[config.mk]
export PLATFORM = sky130hd
export DESIGN_NAME = shop_ctrl_flat
export DESIGN_NICKNAME = d
export VERILOG_FILES = /design/src/rtl/shop_pkg.sv /design/src/rtl/shop_if.sv /design/src/rtl/shop_cam_lookup.sv /design/src/rtl/shop_ctrl.sv /design/src/flat_wrapper.sv
export SDC_FILE = /design/constraint.sdc
export NUM_CORES = 2
export LEC_CHECK = 0
export CAP_MARGIN = 20
export CORE_ASPECT_RATIO = 1.75
export CORE_MARGIN = 3
export CORE_UTILIZATION = 30
export CTS_CLUSTER_DIAMETER = 50
export DETAILED_ROUTE_END_ITERATION = 7
export GPL_TIMING_DRIVEN = 0
export PLACE_DENSITY = 0.52
export RECOVER_POWER = 50
export SYNTH_ARGS = -nofsm -noshare
export SYNTH_HDL_FRONTEND = slang
export SYNTH_SLANG_ARGS = --single-unit
[constraint.sdc]
create_clock -name i_clk -period 7.3 [get_ports i_clk]
set_clock_uncertainty 0.05 [all_clocks]
set_input_delay 1.46 -clock i_clk [delete_from_list [all_inputs] [get_ports i_clk]]
set_output_delay 1.46 -clock i_clk [all_outputs]
set_load 0.05 [all_outputs]
[src/rtl/shop_pkg.sv]
// shop_pkg: shared types and constants for the shop command controller.
// Holds the FSM state enum, the pending-command enum, the ASCII command keys,
// the ASCII status words and the permission bit positions.
// Keys and status words are right-aligned and zero-padded ASCII.
// Users of these constants resize them to their own token widths.
package shop_pkg;

  typedef enum logic [2:0] {
    ST_CMD,
    ST_USRNAME,
    ST_PASSWRD,
    ST_PERMS,
    ST_ITMNAME,
    ST_ITMSTCK
  } state_t;

  // Command accepted in ST_CMD. Remembered while its operands arrive.
  typedef enum logic [2:0] {
    OP_LOGIN,
    OP_ADDUSR,
    OP_DELUSR,
    OP_ADDITEM,
    OP_DELITEM,
    OP_BUY
  } op_t;

  localparam int PERM_SELLER = 0;
  localparam int PERM_ADMIN  = 1;

  // Command keys. The longest key, "AddItem", is 7 characters.
  localparam int KEY_W = 56;
  localparam logic [KEY_W-1:0] KEY_LOGIN   = KEY_W'("Login");
  localparam logic [KEY_W-1:0] KEY_LOGOUT  = KEY_W'("Logout");
  localparam logic [KEY_W-1:0] KEY_ADDUSR  = KEY_W'("AddUsr");
  localparam logic [KEY_W-1:0] KEY_DELUSR  = KEY_W'("DelUsr");
  localparam logic [KEY_W-1:0] KEY_ADDITEM = KEY_W'("AddItem");
  localparam logic [KEY_W-1:0] KEY_DELITEM = KEY_W'("DelItem");
  localparam logic [KEY_W-1:0] KEY_BUY     = KEY_W'("Buy");

  // Status words. The longest status word is 9 characters.
  localparam int STAT_W = 72;
  localparam logic [STAT_W-1:0] MSG_CMD       = STAT_W'("Cmd?");
  localparam logic [STAT_W-1:0] MSG_INVALCMD  = STAT_W'("InvalCmd");
  localparam logic [STAT_W-1:0] MSG_INVALPERM = STAT_W'("InvalPerm");
  localparam logic [STAT_W-1:0] MSG_LOGGEDOUT = STAT_W'("LoggedOut");
  localparam logic [STAT_W-1:0] MSG_USRNAME   = STAT_W'("Usrname?");
  localparam logic [STAT_W-1:0] MSG_ITMNAME   = STAT_W'("ItmName?");
  localparam logic [STAT_W-1:0] MSG_PASSWRD   = STAT_W'("Passwrd?");
  localparam logic [STAT_W-1:0] MSG_USRUNKNWN = STAT_W'("UsrUnknwn");
  localparam logic [STAT_W-1:0] MSG_USRTAKEN  = STAT_W'("UsrTaken");
  localparam logic [STAT_W-1:0] MSG_USRSFULL  = STAT_W'("UsrsFull");
  localparam logic [STAT_W-1:0] MSG_NODELADMN = STAT_W'("NoDelAdmn");
  localparam logic [STAT_W-1:0] MSG_USRDELETD = STAT_W'("UsrDeletd");
  localparam logic [STAT_W-1:0] MSG_LOGGEDIN  = STAT_W'("LoggedIn");
  localparam logic [STAT_W-1:0] MSG_BADPASS   = STAT_W'("BadPass");
  localparam logic [STAT_W-1:0] MSG_PERMS     = STAT_W'("Perms?");
  localparam logic [STAT_W-1:0] MSG_USRADDED  = STAT_W'("UsrAdded");
  localparam logic [STAT_W-1:0] MSG_ITMEXISTS = STAT_W'("ItmExists");
  localparam logic [STAT_W-1:0] MSG_ITMSFULL  = STAT_W'("ItmsFull");
  localparam logic [STAT_W-1:0] MSG_STOCK     = STAT_W'("Stock?");
  localparam logic [STAT_W-1:0] MSG_ITMUNKNWN = STAT_W'("ItmUnknwn");
  localparam logic [STAT_W-1:0] MSG_NTYOURITM = STAT_W'("NtYourItm");
  localparam logic [STAT_W-1:0] MSG_ITMDELETD = STAT_W'("ItmDeletd");
  localparam logic [STAT_W-1:0] MSG_NOSTOCK   = STAT_W'("NoStock");
  localparam logic [STAT_W-1:0] MSG_ITMBOUGHT = STAT_W'("ItmBought");
  localparam logic [STAT_W-1:0] MSG_ITMADDED  = STAT_W'("ItmAdded");

endpackage

[src/rtl/shop_if.sv]
// shop_if: token/response bundle between the token source and shop_ctrl.
// Signals:
//   i_rdy  - token strobe
//   i_a    - ASCII token, right-aligned and zero-padded
//   i_u    - numeric token
//   o_a    - registered ASCII status word
//   o_vld  - one-cycle pulse on each o_a update
// The master modport drives tokens. The slave modport is the controller.
interface shop_if #(
  parameter int IA_CHARS = 7,
  parameter int OA_CHARS = 9,
  parameter int U_BITS   = 4
);
  logic                    i_rdy;
  logic [8*IA_CHARS-1:0]   i_a;
  logic [U_BITS-1:0]       i_u;
  logic [8*OA_CHARS-1:0]   o_a;
  logic                    o_vld;

  modport master (output i_rdy, i_a, i_u, input o_a, o_vld);
  modport slave  (input i_rdy, i_a, i_u, output o_a, o_vld);
endinterface

[src/rtl/shop_cam_lookup.sv]
// shop_cam_lookup: combinational content-addressed lookup over a small table.
// Ports:
//   key      - value searched for
//   keys     - stored table entries
//   used     - per-entry occupancy; free entries never hit
//   hit      - some used entry equals key
//   hit_idx  - index of the lowest matching entry
//   free_idx - index of the lowest free entry
//   full     - no free entry
module shop_cam_lookup #(
  parameter int DEPTH = 8,
  parameter int KEY_W = 56,
  parameter int IDX_W = (DEPTH > 1) ? $clog2(DEPTH) : 1
) (
  input  logic [KEY_W-1:0] key,
  input  logic [KEY_W-1:0] keys [DEPTH],
  input  logic [DEPTH-1:0] used,
  output logic             hit,
  output logic [IDX_W-1:0] hit_idx,
  output logic [IDX_W-1:0] free_idx,
  output logic             full
);

  logic free_found;

  always_comb begin
    hit        = 1'b0;
    hit_idx    = '0;
    free_found = 1'b0;
    free_idx   = '0;
    for (int i = 0; i < DEPTH; i++) begin
      if (!hit && used[i] && (keys[i] == key)) begin
        hit     = 1'b1;
        hit_idx = IDX_W'(i);
      end
      if (!free_found && !used[i]) begin
        free_found = 1'b1;
        free_idx   = IDX_W'(i);
      end
    end
  end

  assign full = &used;

endmodule

[src/rtl/shop_ctrl.sv]
// shop_ctrl: token-driven command controller for the shop database.
// The controller keeps a user table and an item table. It answers every
// strobed token with a status word one cycle later.
// Ports:
//   i_clk   - clock
//   i_reset - synchronous, active-high reset
//   bus     - shop_if slave: i_rdy/i_a/i_u tokens in, o_a/o_vld out
module shop_ctrl
  import shop_pkg::*;
#(
  parameter int MAX_USERS           = 5,
  parameter int MAX_ITEMS           = 8,
  parameter int I_A_NUM_ASCII_CHARS = 7,
  parameter int O_A_NUM_ASCII_CHARS = 9,
  parameter int I_U_NUM_BITS        = 4,
  parameter logic [8*I_A_NUM_ASCII_CHARS-1:0] ADMIN_USERNAME =
    {{(8*I_A_NUM_ASCII_CHARS-24){1'b0}}, "Adm"},
  parameter logic [I_U_NUM_BITS-1:0] ADMIN_PASSWORD = '0
) (
  input logic   i_clk,
  input logic   i_reset,
  shop_if.slave bus
);

  localparam int IA_W   = 8 * I_A_NUM_ASCII_CHARS;
  localparam int OA_W   = 8 * O_A_NUM_ASCII_CHARS;
  localparam int UB     = I_U_NUM_BITS;
  localparam int UIDX_W = (MAX_USERS > 1) ? $clog2(MAX_USERS) : 1;
  localparam int IIDX_W = (MAX_ITEMS > 1) ? $clog2(MAX_ITEMS) : 1;

  state_t state, state_nxt;
  op_t    op, op_nxt;

  logic [IA_W-1:0]   pend_name;
  logic [UB-1:0]     pend_pass;
  logic [UIDX_W-1:0] pend_uidx;

  logic [IA_W-1:0]      usr_name [MAX_USERS];
  logic [UB-1:0]        usr_pass [MAX_USERS];
  logic [1:0]           usr_perm [MAX_USERS];
  logic [MAX_USERS-1:0] usr_used;

  logic [IA_W-1:0]      itm_name  [MAX_ITEMS];
  logic [UIDX_W-1:0]    itm_owner [MAX_ITEMS];
  logic [UB-1:0]        itm_stock [MAX_ITEMS];
  logic [MAX_ITEMS-1:0] itm_used;

  logic              logged_in;
  logic [UIDX_W-1:0] sess_idx;
  logic [1:0]        sess_perm;

  logic              usr_hit, usr_full;
  logic [UIDX_W-1:0] usr_hit_idx, usr_free_idx;
  logic              itm_hit, itm_full;
  logic [IIDX_W-1:0] itm_hit_idx, itm_free_idx;

  logic is_login, is_logout, is_addusr, is_delusr, is_additem, is_delitem, is_buy;

  logic [STAT_W-1:0] msg;
  logic act_logout, act_login, act_latch_name, act_latch_pass, act_latch_uidx;
  logic act_add_user, act_del_user, act_add_item, act_del_item, act_buy;

  shop_cam_lookup #(.DEPTH(MAX_USERS), .KEY_W(IA_W), .IDX_W(UIDX_W)) u_usr_cam (
    .key      (bus.i_a),
    .keys     (usr_name),
    .used     (usr_used),
    .hit      (usr_hit),
    .hit_idx  (usr_hit_idx),
    .free_idx (usr_free_idx),
    .full     (usr_full)
  );

  shop_cam_lookup #(.DEPTH(MAX_ITEMS), .KEY_W(IA_W), .IDX_W(IIDX_W)) u_itm_cam (
    .key      (bus.i_a),
    .keys     (itm_name),
    .used     (itm_used),
    .hit      (itm_hit),
    .hit_idx  (itm_hit_idx),
    .free_idx (itm_free_idx),
    .full     (itm_full)
  );

  assign is_login   = (bus.i_a == IA_W'(KEY_LOGIN));
  assign is_logout  = (bus.i_a == IA_W'(KEY_LOGOUT));
  assign is_addusr  = (bus.i_a == IA_W'(KEY_ADDUSR));
  assign is_delusr  = (bus.i_a == IA_W'(KEY_DELUSR));
  assign is_additem = (bus.i_a == IA_W'(KEY_ADDITEM));
  assign is_delitem = (bus.i_a == IA_W'(KEY_DELITEM));
  assign is_buy     = (bus.i_a == IA_W'(KEY_BUY));

  // Perms are read live from the table. A logged-out session has none.
  assign sess_perm = logged_in ? usr_perm[sess_idx] : 2'b00;

  // Next state, response word and table actions for the current token.
  always_comb begin
    state_nxt      = state;
    op_nxt         = op;
    msg            = '0;
    act_logout     = 1'b0;
    act_login      = 1'b0;
    act_latch_name = 1'b0;
    act_latch_pass = 1'b0;
    act_latch_uidx = 1'b0;
    act_add_user   = 1'b0;
    act_del_user   = 1'b0;
    act_add_item   = 1'b0;
    act_del_item   = 1'b0;
    act_buy        = 1'b0;
    if (bus.i_rdy) begin
      state_nxt = ST_CMD;
      case (state)
        ST_CMD: begin
          if (is_login) begin
            op_nxt    = OP_LOGIN;
            state_nxt = ST_USRNAME;
            msg       = MSG_USRNAME;
          end else if (is_logout) begin
            if (logged_in) begin
              act_logout = 1'b1;
              msg        = MSG_LOGGEDOUT;
            end else begin
              msg = MSG_INVALPERM;
            end
          end else if (is_addusr || is_delusr) begin
            if (sess_perm[PERM_ADMIN]) begin
              op_nxt    = is_addusr ? OP_ADDUSR : OP_DELUSR;
              state_nxt = ST_USRNAME;
              msg       = MSG_USRNAME;
            end else begin
              msg = MSG_INVALPERM;
            end
          end else if (is_additem || is_delitem) begin
            if (sess_perm[PERM_SELLER]) begin
              op_nxt    = is_additem ? OP_ADDITEM : OP_DELITEM;
              state_nxt = ST_ITMNAME;
              msg       = MSG_ITMNAME;
            end else begin
              msg = MSG_INVALPERM;
            end
          end else if (is_buy) begin
            if (logged_in) begin
              op_nxt    = OP_BUY;
              state_nxt = ST_ITMNAME;
              msg       = MSG_ITMNAME;
            end else begin
              msg = MSG_INVALPERM;
            end
          end else begin
            msg = MSG_INVALCMD;
          end
        end
        ST_USRNAME: begin
          if (op == OP_LOGIN) begin
            if (usr_hit) begin
              act_latch_uidx = 1'b1;
              state_nxt      = ST_PASSWRD;
              msg            = MSG_PASSWRD;
            end else begin
              msg = MSG_USRUNKNWN;
            end
          end else if (op == OP_ADDUSR) begin
            if (usr_hit) begin
              msg = MSG_USRTAKEN;
            end else if (usr_full) begin
              msg = MSG_USRSFULL;
            end else begin
              act_latch_name = 1'b1;
              state_nxt      = ST_PASSWRD;
              msg            = MSG_PASSWRD;
            end
          end else begin
            if (usr_hit && (usr_hit_idx == '0)) begin
              msg = MSG_NODELADMN;
            end else if (!usr_hit) begin
              msg = MSG_USRUNKNWN;
            end else begin
              act_del_user = 1'b1;
              msg          = MSG_USRDELETD;
            end
          end
        end
        ST_PASSWRD: begin
          if (op == OP_ADDUSR) begin
            act_latch_pass = 1'b1;
            state_nxt      = ST_PERMS;
            msg            = MSG_PERMS;
          end else if (bus.i_u == usr_pass[pend_uidx]) begin
            act_login = 1'b1;
            msg       = MSG_LOGGEDIN;
          end else begin
            msg = MSG_BADPASS;
          end
        end
        ST_PERMS: begin
          act_add_user = 1'b1;
          msg          = MSG_USRADDED;
        end
        ST_ITMNAME: begin
          if (op == OP_ADDITEM) begin
            if (itm_hit) begin
              msg = MSG_ITMEXISTS;
            end else if (itm_full) begin
              msg = MSG_ITMSFULL;
            end else begin
              act_latch_name = 1'b1;
              state_nxt      = ST_ITMSTCK;
              msg            = MSG_STOCK;
            end
          end else if (!itm_hit) begin
            msg = MSG_ITMUNKNWN;
          end else if (op == OP_DELITEM) begin
            if ((itm_owner[itm_hit_idx] != sess_idx) && !sess_perm[PERM_ADMIN]) begin
              msg = MSG_NTYOURITM;
            end else begin
              act_del_item = 1'b1;
              msg          = MSG_ITMDELETD;
            end
          end else begin
            if (itm_stock[itm_hit_idx] == '0) begin
              msg = MSG_NOSTOCK;
            end else begin
              act_buy = 1'b1;
              msg     = MSG_ITMBOUGHT;
            end
          end
        end
        ST_ITMSTCK: begin
          act_add_item = 1'b1;
          msg          = MSG_ITMADDED;
        end
        default: state_nxt = ST_CMD;
      endcase
    end
  end

  // FSM state, pending command and response word registers.
  always_ff @(posedge i_clk) begin
    if (i_reset) begin
      state     <= ST_CMD;
      op        <= OP_LOGIN;
      bus.o_a   <= OA_W'(MSG_CMD);
      bus.o_vld <= 1'b0;
    end else begin
      state     <= state_nxt;
      op        <= op_nxt;
      bus.o_vld <= bus.i_rdy;
      if (bus.i_rdy) begin
        bus.o_a <= OA_W'(msg);
      end
    end
  end

  // Tables, latched operands and session, updated on the response edge.
  always_ff @(posedge i_clk) begin
    if (i_reset) begin
      pend_name <= '0;
      pend_pass <= '0;
      pend_uidx <= '0;
      logged_in <= 1'b0;
      sess_idx  <= '0;
      for (int i = 0; i < MAX_USERS; i++) begin
        usr_name[i] <= '0;
        usr_pass[i] <= '0;
        usr_perm[i] <= '0;
      end
      usr_name[0] <= ADMIN_USERNAME;
      usr_pass[0] <= ADMIN_PASSWORD;
      usr_perm[0] <= 2'b11;
      usr_used    <= {{(MAX_USERS-1){1'b0}}, 1'b1};
      for (int i = 0; i < MAX_ITEMS; i++) begin
        itm_name[i]  <= '0;
        itm_owner[i] <= '0;
        itm_stock[i] <= '0;
      end
      itm_used <= '0;
    end else begin
      if (act_latch_name) pend_name <= bus.i_a;
      if (act_latch_pass) pend_pass <= bus.i_u;
      if (act_latch_uidx) pend_uidx <= usr_hit_idx;
      if (act_logout) logged_in <= 1'b0;
      if (act_login) begin
        logged_in <= 1'b1;
        sess_idx  <= pend_uidx;
      end
      if (act_add_user) begin
        usr_name[usr_free_idx] <= pend_name;
        usr_pass[usr_free_idx] <= pend_pass;
        usr_perm[usr_free_idx] <= bus.i_u[1:0];
        usr_used[usr_free_idx] <= 1'b1;
      end
      // Deleting a user also drops its items; deleting the session's own
      // slot ends the session so it cannot act with a freed slot's perms.
      if (act_del_user) begin
        usr_used[usr_hit_idx] <= 1'b0;
        for (int i = 0; i < MAX_ITEMS; i++) begin
          if (itm_used[i] && (itm_owner[i] == usr_hit_idx)) begin
            itm_used[i] <= 1'b0;
          end
        end
        if (logged_in && (sess_idx == usr_hit_idx)) logged_in <= 1'b0;
      end
      if (act_add_item) begin
        itm_name[itm_free_idx]  <= pend_name;
        itm_owner[itm_free_idx] <= sess_idx;
        itm_stock[itm_free_idx] <= bus.i_u;
        itm_used[itm_free_idx]  <= 1'b1;
      end
      if (act_del_item) itm_used[itm_hit_idx] <= 1'b0;
      if (act_buy) itm_stock[itm_hit_idx] <= itm_stock[itm_hit_idx] - 1'b1;
    end
  end

endmodule

[src/flat_wrapper.sv]
// flat-port wrapper written by rule: the top's interface ports become plain ports
module shop_ctrl_flat import shop_pkg::*;
#(
  parameter int MAX_USERS           = 5,
  parameter int MAX_ITEMS           = 8,
  parameter int I_A_NUM_ASCII_CHARS = 7,
  parameter int O_A_NUM_ASCII_CHARS = 9,
  parameter int I_U_NUM_BITS        = 4,
  parameter logic [8*I_A_NUM_ASCII_CHARS-1:0] ADMIN_USERNAME =
    {{(8*I_A_NUM_ASCII_CHARS-24){1'b0}}, "   "},
  parameter logic [I_U_NUM_BITS-1:0] ADMIN_PASSWORD = '0
)
  (i_clk, i_reset, bus_i_rdy, bus_i_a, bus_i_u, bus_o_a, bus_o_vld);
  shop_if #(.IA_CHARS(7), .OA_CHARS(9), .U_BITS(4)) bus_i ();
  input logic i_clk;
  input logic i_reset;
  input wire logic [$bits(bus_i.i_rdy)-1:0] bus_i_rdy;
  input wire logic [$bits(bus_i.i_a)-1:0] bus_i_a;
  input wire logic [$bits(bus_i.i_u)-1:0] bus_i_u;
  output wire logic [$bits(bus_i.o_a)-1:0] bus_o_a;
  output wire logic [$bits(bus_i.o_vld)-1:0] bus_o_vld;
  assign bus_i.i_rdy = bus_i_rdy;
  assign bus_i.i_a = bus_i_a;
  assign bus_i.i_u = bus_i_u;
  assign bus_o_a = bus_i.o_a;
  assign bus_o_vld = bus_i.o_vld;
  shop_ctrl #(.MAX_USERS(MAX_USERS), .MAX_ITEMS(MAX_ITEMS), .I_A_NUM_ASCII_CHARS(I_A_NUM_ASCII_CHARS), .O_A_NUM_ASCII_CHARS(O_A_NUM_ASCII_CHARS), .I_U_NUM_BITS(I_U_NUM_BITS), .ADMIN_USERNAME(ADMIN_USERNAME), .ADMIN_PASSWORD(ADMIN_PASSWORD)) u_core (.i_clk(i_clk), .i_reset(i_reset), .bus(bus_i));
endmodule
# Yosys cells after proc, flatten, opt, wreduce, memory -nomap -nowiden
# Memory sizes are Yosys's and may differ from the RTL's. A register that Yosys moved wholly into a read port is not among the register bits.
# Cells that the tools add are included.
[classes]
mux = 213
magnitude_cmp = 12
add_sub_neg = 1
shift = 0
bitwise = 10
mul = 0
n_reduce_logical = 100
div = 0
n_eq_ne = 42
[ops]
columns = ["cell", "n"]
rows = [
  ["72-bit 2-to-1 mux", 13],
  ["56-bit equality test", 13],
  ["448-bit bitwise mux", 1],
  ["72-bit one-hot mux with 6 select lines", 1],
  ["71-bit 2-to-1 mux", 6],
  ["56-bit demux with 3-bit select", 2],
  ["280-bit bitwise mux", 1],
  ["56-bit by 47-bit equality test with 1-bit output (second input constant)", 3],
  ["3-bit 2-to-1 mux", 50],
  ["67-bit 2-to-1 mux", 2],
  ["63-bit 2-to-1 mux", 2],
  ["56-bit by 55-bit equality test with 1-bit output (second input constant)", 2],
  ["56-bit 2-to-1 mux", 2],
  ["1-bit 2-to-1 mux", 106],
  ["59-bit 2-to-1 mux", 1],
  ["56-bit by 23-bit equality test with 1-bit output (second input constant)", 1],
  ["56-bit by 39-bit equality test with 1-bit output (second input constant)", 1],
  ["1-bit logical AND", 52],
  ["45-bit 2-to-1 mux", 1],
  ["8-bit 2-to-1 mux", 5],
  ["1-bit zero test", 32],
  ["3-bit equality test", 9],
  ["3-bit by 4-bit < comparator with 1-bit output (second input constant)", 4],
  ["4-bit 2-to-1 mux", 4],
  ["other kinds (35)", 64],
]
[word_totals]
mem_bits_ro = 0
latchBits = 0
ramBits = 86
output_inout_bits = 73
elab_cells = 406
mem_count = 4
ff_bits = 887
[memory_table]
columns = ["memory", "words", "width", "rd", "rd_clocked_by_memory_dff", "write_ports", "line_no", "source"]
rows = [
  ["u_core.itm_stock", 8, 4, 1, 0, 8, "shop_ctrl.sv:45", "logic [UB-1:0] itm_stock [MAX_ITEMS];"],
  ["u_core.itm_owner", 8, 3, 9, 0, 8, "shop_ctrl.sv:44", "logic [UIDX_W-1:0] itm_owner [MAX_ITEMS];"],
  ["u_core.usr_pass", 5, 4, 1, 1, 5, "shop_ctrl.sv:39", "logic [UB-1:0] usr_pass [MAX_USERS];"],
  ["u_core.usr_perm", 5, 2, 1, 1, 5, "shop_ctrl.sv:40", "logic [1:0] usr_perm [MAX_USERS];"],
]

# Depth between registers and ports, before layout
# An unclocked memory read counts as a cell.
[logic_depth]
depth_word = 44
mapped_depth = 20
mapped_depth_nobuf = 17

# Modules after synthesis
# From an unflattened synthesis, not the netlist that was laid out.
[hier_totals]
cells_unflattened = 4669
hier_area_um2 = 44337.5
[by_module_without_submodules]
columns = ["mod", "cells_each", "area_each_um2", "n_inst", "seq_area_each_um2"]
rows = [
  ["shop_ctrl", 3440, 35267.6, 1, 20699.9],
  ["shop_cam_lookup at u_core.u_itm_cam", 743, 5527.8, 1, 0.0],
  ["shop_cam_lookup at u_core.u_usr_cam", 486, 3542.1, 1, 0.0],
]

# Worst setup path after synthesis
# Ideal clock, no wire load.
[synth_path]
path_kind = "input-to-reg"
start = "input bus_i_a[30]"
end = "memory u_core.itm_stock[3][0] (netlist name), enable pin"
t_arrival_ns = 5.948
required_time_ns = 6.943
path_stages = 19
path_slack_ns = 0.995
cell_sequence = "buf_2 > buf_6 > o22ai_1 > or4_1 > or4_1 > o22a_1 > nand3_1 > buf_2 > nor2_1 > and3_1 > a2111oi_0 > nor2b_1 > ha_1 > inv_1 > a211o_1 > o2111ai_4 > mux2i_2 > a21bo_2 > nand2_1"
[synth_rtl]
columns = ["element", "line_no", "source"]
rows = [
  ["start: declaration", "flat_wrapper.sv:18", "input wire logic [$bits(bus_i.i_a)-1:0] bus_i_a;"],
  ["end: declaration", "shop_ctrl.sv:45", ""],
]

# Worst setup path in the final report
[layout_path]
start = "input bus_i_a[31]"
end = "register u_core.bus.o_a[34]"
[layout_via]
elab_chain_len = 38
word_cells_on_any_way = 101
classes_between = "eq/ne (20); mux (40); reduce/logical (40); memory (1)"
[layout_rtl]
columns = ["element", "line_no", "source"]
rows = [
  ["56-bit equality test", "shop_cam_lookup.sv:32", "if (!hit && used[i] && (keys[i] == key)) begin"],
  ["1-bit logical AND", "shop_cam_lookup.sv:32", ""],
  ["1-bit 2-to-1 mux", "shop_cam_lookup.sv:32", ""],
  ["1-bit zero test", "shop_cam_lookup.sv:32", ""],
  ["1-bit logical AND (2 in series)", "shop_cam_lookup.sv:32", ""],
  ["1-bit 2-to-1 mux", "shop_cam_lookup.sv:32", ""],
  ["1-bit zero test", "shop_cam_lookup.sv:32", ""],
  ["1-bit logical AND (2 in series)", "shop_cam_lookup.sv:32", ""],
  ["[... 20 more ...]", "-", ""],
  ["3-bit 2-to-1 mux", "shop_cam_lookup.sv:32", ""],
  ["memory read 8 x 4 bit", "-", ""],
  ["4-bit zero test", "shop_ctrl.sv:219", "if (itm_stock[itm_hit_idx] == '0) begin"],
  ["71-bit 2-to-1 mux", "shop_ctrl.sv:219", ""],
  ["72-bit 2-to-1 mux", "shop_ctrl.sv:211", "end else if (op == OP_DELITEM) begin"],
  ["72-bit 2-to-1 mux", "shop_ctrl.sv:209", "end else if (!itm_hit) begin"],
  ["72-bit 2-to-1 mux", "shop_ctrl.sv:199", "if (op == OP_ADDITEM) begin"],
  ["72-bit one-hot mux with 6 select lines (*)", "shop_ctrl.sv:111", "case (state)"],
  ["end signal: assignment", "shop_ctrl.sv:241", "bus.o_a <= OA_W'(MSG_CMD);"],
  ["end signal: assignment", "shop_ctrl.sv:248", "bus.o_a <= OA_W'(msg);"],
  ["end: declaration", "shop_if.sv:21", "modport slave (input i_rdy, i_a, i_u, output o_a, o_vld);"],
]
# Mark *: on every way between the ends. The rest lies on a longest branch, timed or not.
# A chain may end at the register's enable or synchronous reset.

==> results.md <==
- Cell Area, Placed: 0.0524 mm2
- Final Setup Violations: 2
- Synth Area in Compound Gates: 17.0%
- Most frequent cells in the layout: dfxtp_1 (878), nand2_1 (805), a22o_1 (434)
- DR vias/cell: 6.06
- DRC errors left: 0
- TritonCTS buffer count: 113
- Clock transition at path regs: 0.06 ns
- Critical Path Sink Type: flip-flop
- Vert. Die Dim: ~540 um
- Routed Wire Length: 309 mm
- I/O pin total: 136
- Post-layout util: a little over a third
- Hold Path Class: reg -> reg
- Pwr/cell area: 230 mW/mm2
- GRT Util Overall: 36.2%
- Synthesized-area fraction occupied by adder cells: 0.203%
- Run status: finished, violations left
- Post-synth ARST share: 0%
- Main combinational cell family by area after synthesis: simple AND/OR/NAND/NOR gates
- #FFs+latches synth: 982
- Final antenna-violating net count: 0
- Worst-Skew Late Latency: between 0.7 and 0.8 ns
- Max transition margin: 5.51%
- Max-Cap Viols: 0
- Gpl congestion: 1.03
- Crit path time final: 7.39 ns
- Layout cells sized above 1: 8.99%
- Endpoints failing hold: 0
- FILL cells: between 15000 and 20000
- Peak supply drop: slightly below 200 uV
- P&R area growth vs syn: 18.3%
- Final instance area: 0.0570 mm2
- RSZ-0062 raised after global routing: false
- Clock buffer depth: 3
- Initial Util: 30.2%
- Cells after synthesis: 5466
- Mean Syn Cell Area: 8.81 um2
- Fin crit share: 101%
- Simple-Gate Fraction of Synth Area: 21.7%
- Drt pass-1 iters: 7
- Yosys warns: 0
- Clk root buf: clkbuf_16
- EDFF count, synth: around 100
- IO buf count: 93
- Critical Path RT: 7.86 ns
- CTS tree: built
- Core box area: 0.160 mm2
- Initial drt markers: 5703
- Max Slew Vio Count: 0
- Routed len/inst: 38.9 um
- Kind of critical path: in -> reg
- # H-tree levels: 3
- CP arrival: about 8.0 ns
- Antenna violations before repair: 21
- Remaining global-route overflow: 0
- Mux cell area share after synthesis: 2.38%
- Leakage power: 20.2 nW
- Global-route wire length before repair: around 410 mm
- Slew @ Worst Pin: 1.41 ns
- Vias in the first global route: 45775
- Violated checks: negative setup slack
- Fin nets: 5835
- Die Wd: ~310 um
- Critical-path cell list: buf_2, buf_2, inv_1, a2111oi_0, and3_1, and4_1, nor4_1, and2_1, clkbuf_1, nor2_1, nand2_1, nor3_4, o21ai_0, a22oi_1, nor2_1
- Hpwl dp: 230 mm
- Die outline area: about 0.17 mm2
- Ys flop type: dfxtp_1
- Via count: 48054
- Synthesized area: 0.0482 mm2
- Fmax achieved: 135 MHz
- Most common cell after layout, fill and taps aside: dfxtp_1
- CP max stage cell: a2111oi_0
- Share of the yosys chip area belonging to registers: between 40% and 50%
- Clock Sink Count: 982
- Synth Area in XOR/XNOR: between 10% and 20%
- Largest net degree at the start of global routing: 17
- Max Fanout on Critical Path: 10
- Critical Path Source Type: input port
- CP peak stage delay: 1.11 ns
- Worst Slack Setup Final: -0.0903 ns
- Post-synth cell types: 92
- Rows: 194
[worst max-delay path: cells and delay by family]
| kind | cells | cell delay, ns |
|---|---|---|
| simple gates | 8 | 2.67 |
| compound gates | 3 | 1.96 |
| buf+inv | 4 | 1.80 |
[path summary, 6_finish.rpt]
kind	endpoint	from	depth (start not counted)	slack, ns
worst max-delay path	u_core.bus.o_a[34]	bus_i_a[31]	15	-0.09
worst min-delay path	u_core.bus.o_a[64]	u_core.bus.o_a[64]	2	0.40
worst max register to register	u_core.bus.o_a[34]	u_core.itm_used[5]	15	1.10
worst min register to register	u_core.bus.o_a[64]	u_core.bus.o_a[64]	2	0.40
[per-layer routing]
metal | vias up | wire (um) | global-route usage [%]
met3 | 1204 | 25700 | 7.55
met4 | 6 | 40100 | 37.1
met2 | 3098 | 139000 | 58.4
li1 | 20015 | - | -
met1 | 23731 | 104000 | 38.2
met5 | - | 46 | 0
[cell usage after synthesis (32+ instances only)]
master / n / area [um2]
a22o_1: 434 / 3800
nand4_1: 190 / 1190
xor2_1: 222 / 1940
buf_1: 45 / 169
nor2_1: 229 / 860
nor2b_1: 47 / 294
xnor2_1: 385 / 3370
nand2_1: 805 / 3020
and2_1: 54 / 338
o2111ai_1: 48 / 420
clkbuf_1: 293 / 1100
nor4_1: 159 / 995
nor3_1: 76 / 380
inv_1: 104 / 390
nand3_1: 98 / 490
mux2i_1: 78 / 781
or4_1: 32 / 240
nand2b_1: 222 / 1390
o21ai_0: 99 / 495
and3_1: 39 / 244
edfxtp_1: 104 / 3120
a21oi_1: 372 / 1860
buf_2: 84 / 420
dfxtp_1: 878 / 17600
[where the power goes]
group          switching (W)  total (W)  internal [W]
Combinational       0.000971    0.00127      0.000300
Sequential         0.0000238    0.00551       0.00549
Clock                0.00281    0.00630       0.00349
Total                0.00381     0.0131       0.00928
[timing repair]
action | CTS | global route
pin swaps | 4 | 3
hold buffers | 0 | 0
gates resized for setup | 58 | 51
setup endpoints to repair | 143 | 70
buffers inserted | 10 | 8
[metrics by stage]
stage / power (W) / instances / setup TNS [ns] / setup slack, ns / hold WS [ns]
finish: 0.0131 / 7934 / -0.111 / -0.0903 / 0.398
global placement: 0.00684 / 7644 / -366.58 / -2.42 / 0.393
global route: 0.0133 / 7927 / 0 / 0.0155 / 0.426
CTS: 0.0131 / 7908 / 0 / 0.000973 / 0.408
detailed placement: 0.00685 / 7685 / -245.79 / -2.25 / 0.393
floorplan: 0.00624 / 5493 / 0 / 0.995 / 0.386
[flip-flops by register name, indices dropped and copies added (netlist names), 4 cells and up, named ones only]
name              flops
u_core.pend_name     56
u_core.bus.o_a       57
u_core.usr_pass      32
u_core.usr_perm      16
u_core.usr_used       5
u_core.itm_name     448
u_core.usr_name     280
u_core.itm_used       8
u_core.itm_owner     24
u_core.itm_stock     32
u_core.pend_pass      4
[cell families (layout without fill, tap and decap cells)]
family / count (synthesis) / in the layout
and+or+nand+nor: 2073 / 2073
adders and majority gates: 8 / 8
AOI/OAI and AO/OA: 1146 / 1146
buffers and inverters: 551 / 922
DFF: 982 / 982
muxes: 98 / 98
other: 1 / 40
xor gates and xnor gates: 607 / 607
[layout make-up]
cell class / instances / area (um2) / area share, %
Clock inverter: 81 / 1060 / 1.86
Antenna cell: 12 / 30.0 / 0.0527
Multi-Input combinational cell: 3960 / 25500 / 44.8
Buffer: 441 / 2120 / 3.71
Tap cell: 2058 / 2570 / 4.52
Clock buffer: 133 / 2960 / 5.20
Timing Repair Buffer: 158 / 1620 / 2.83
Sequential cell: 982 / 20700 / 36.3
Inverter: 109 / 428 / 0.751
No activity file was read; power rests on OpenSTA's default activity.
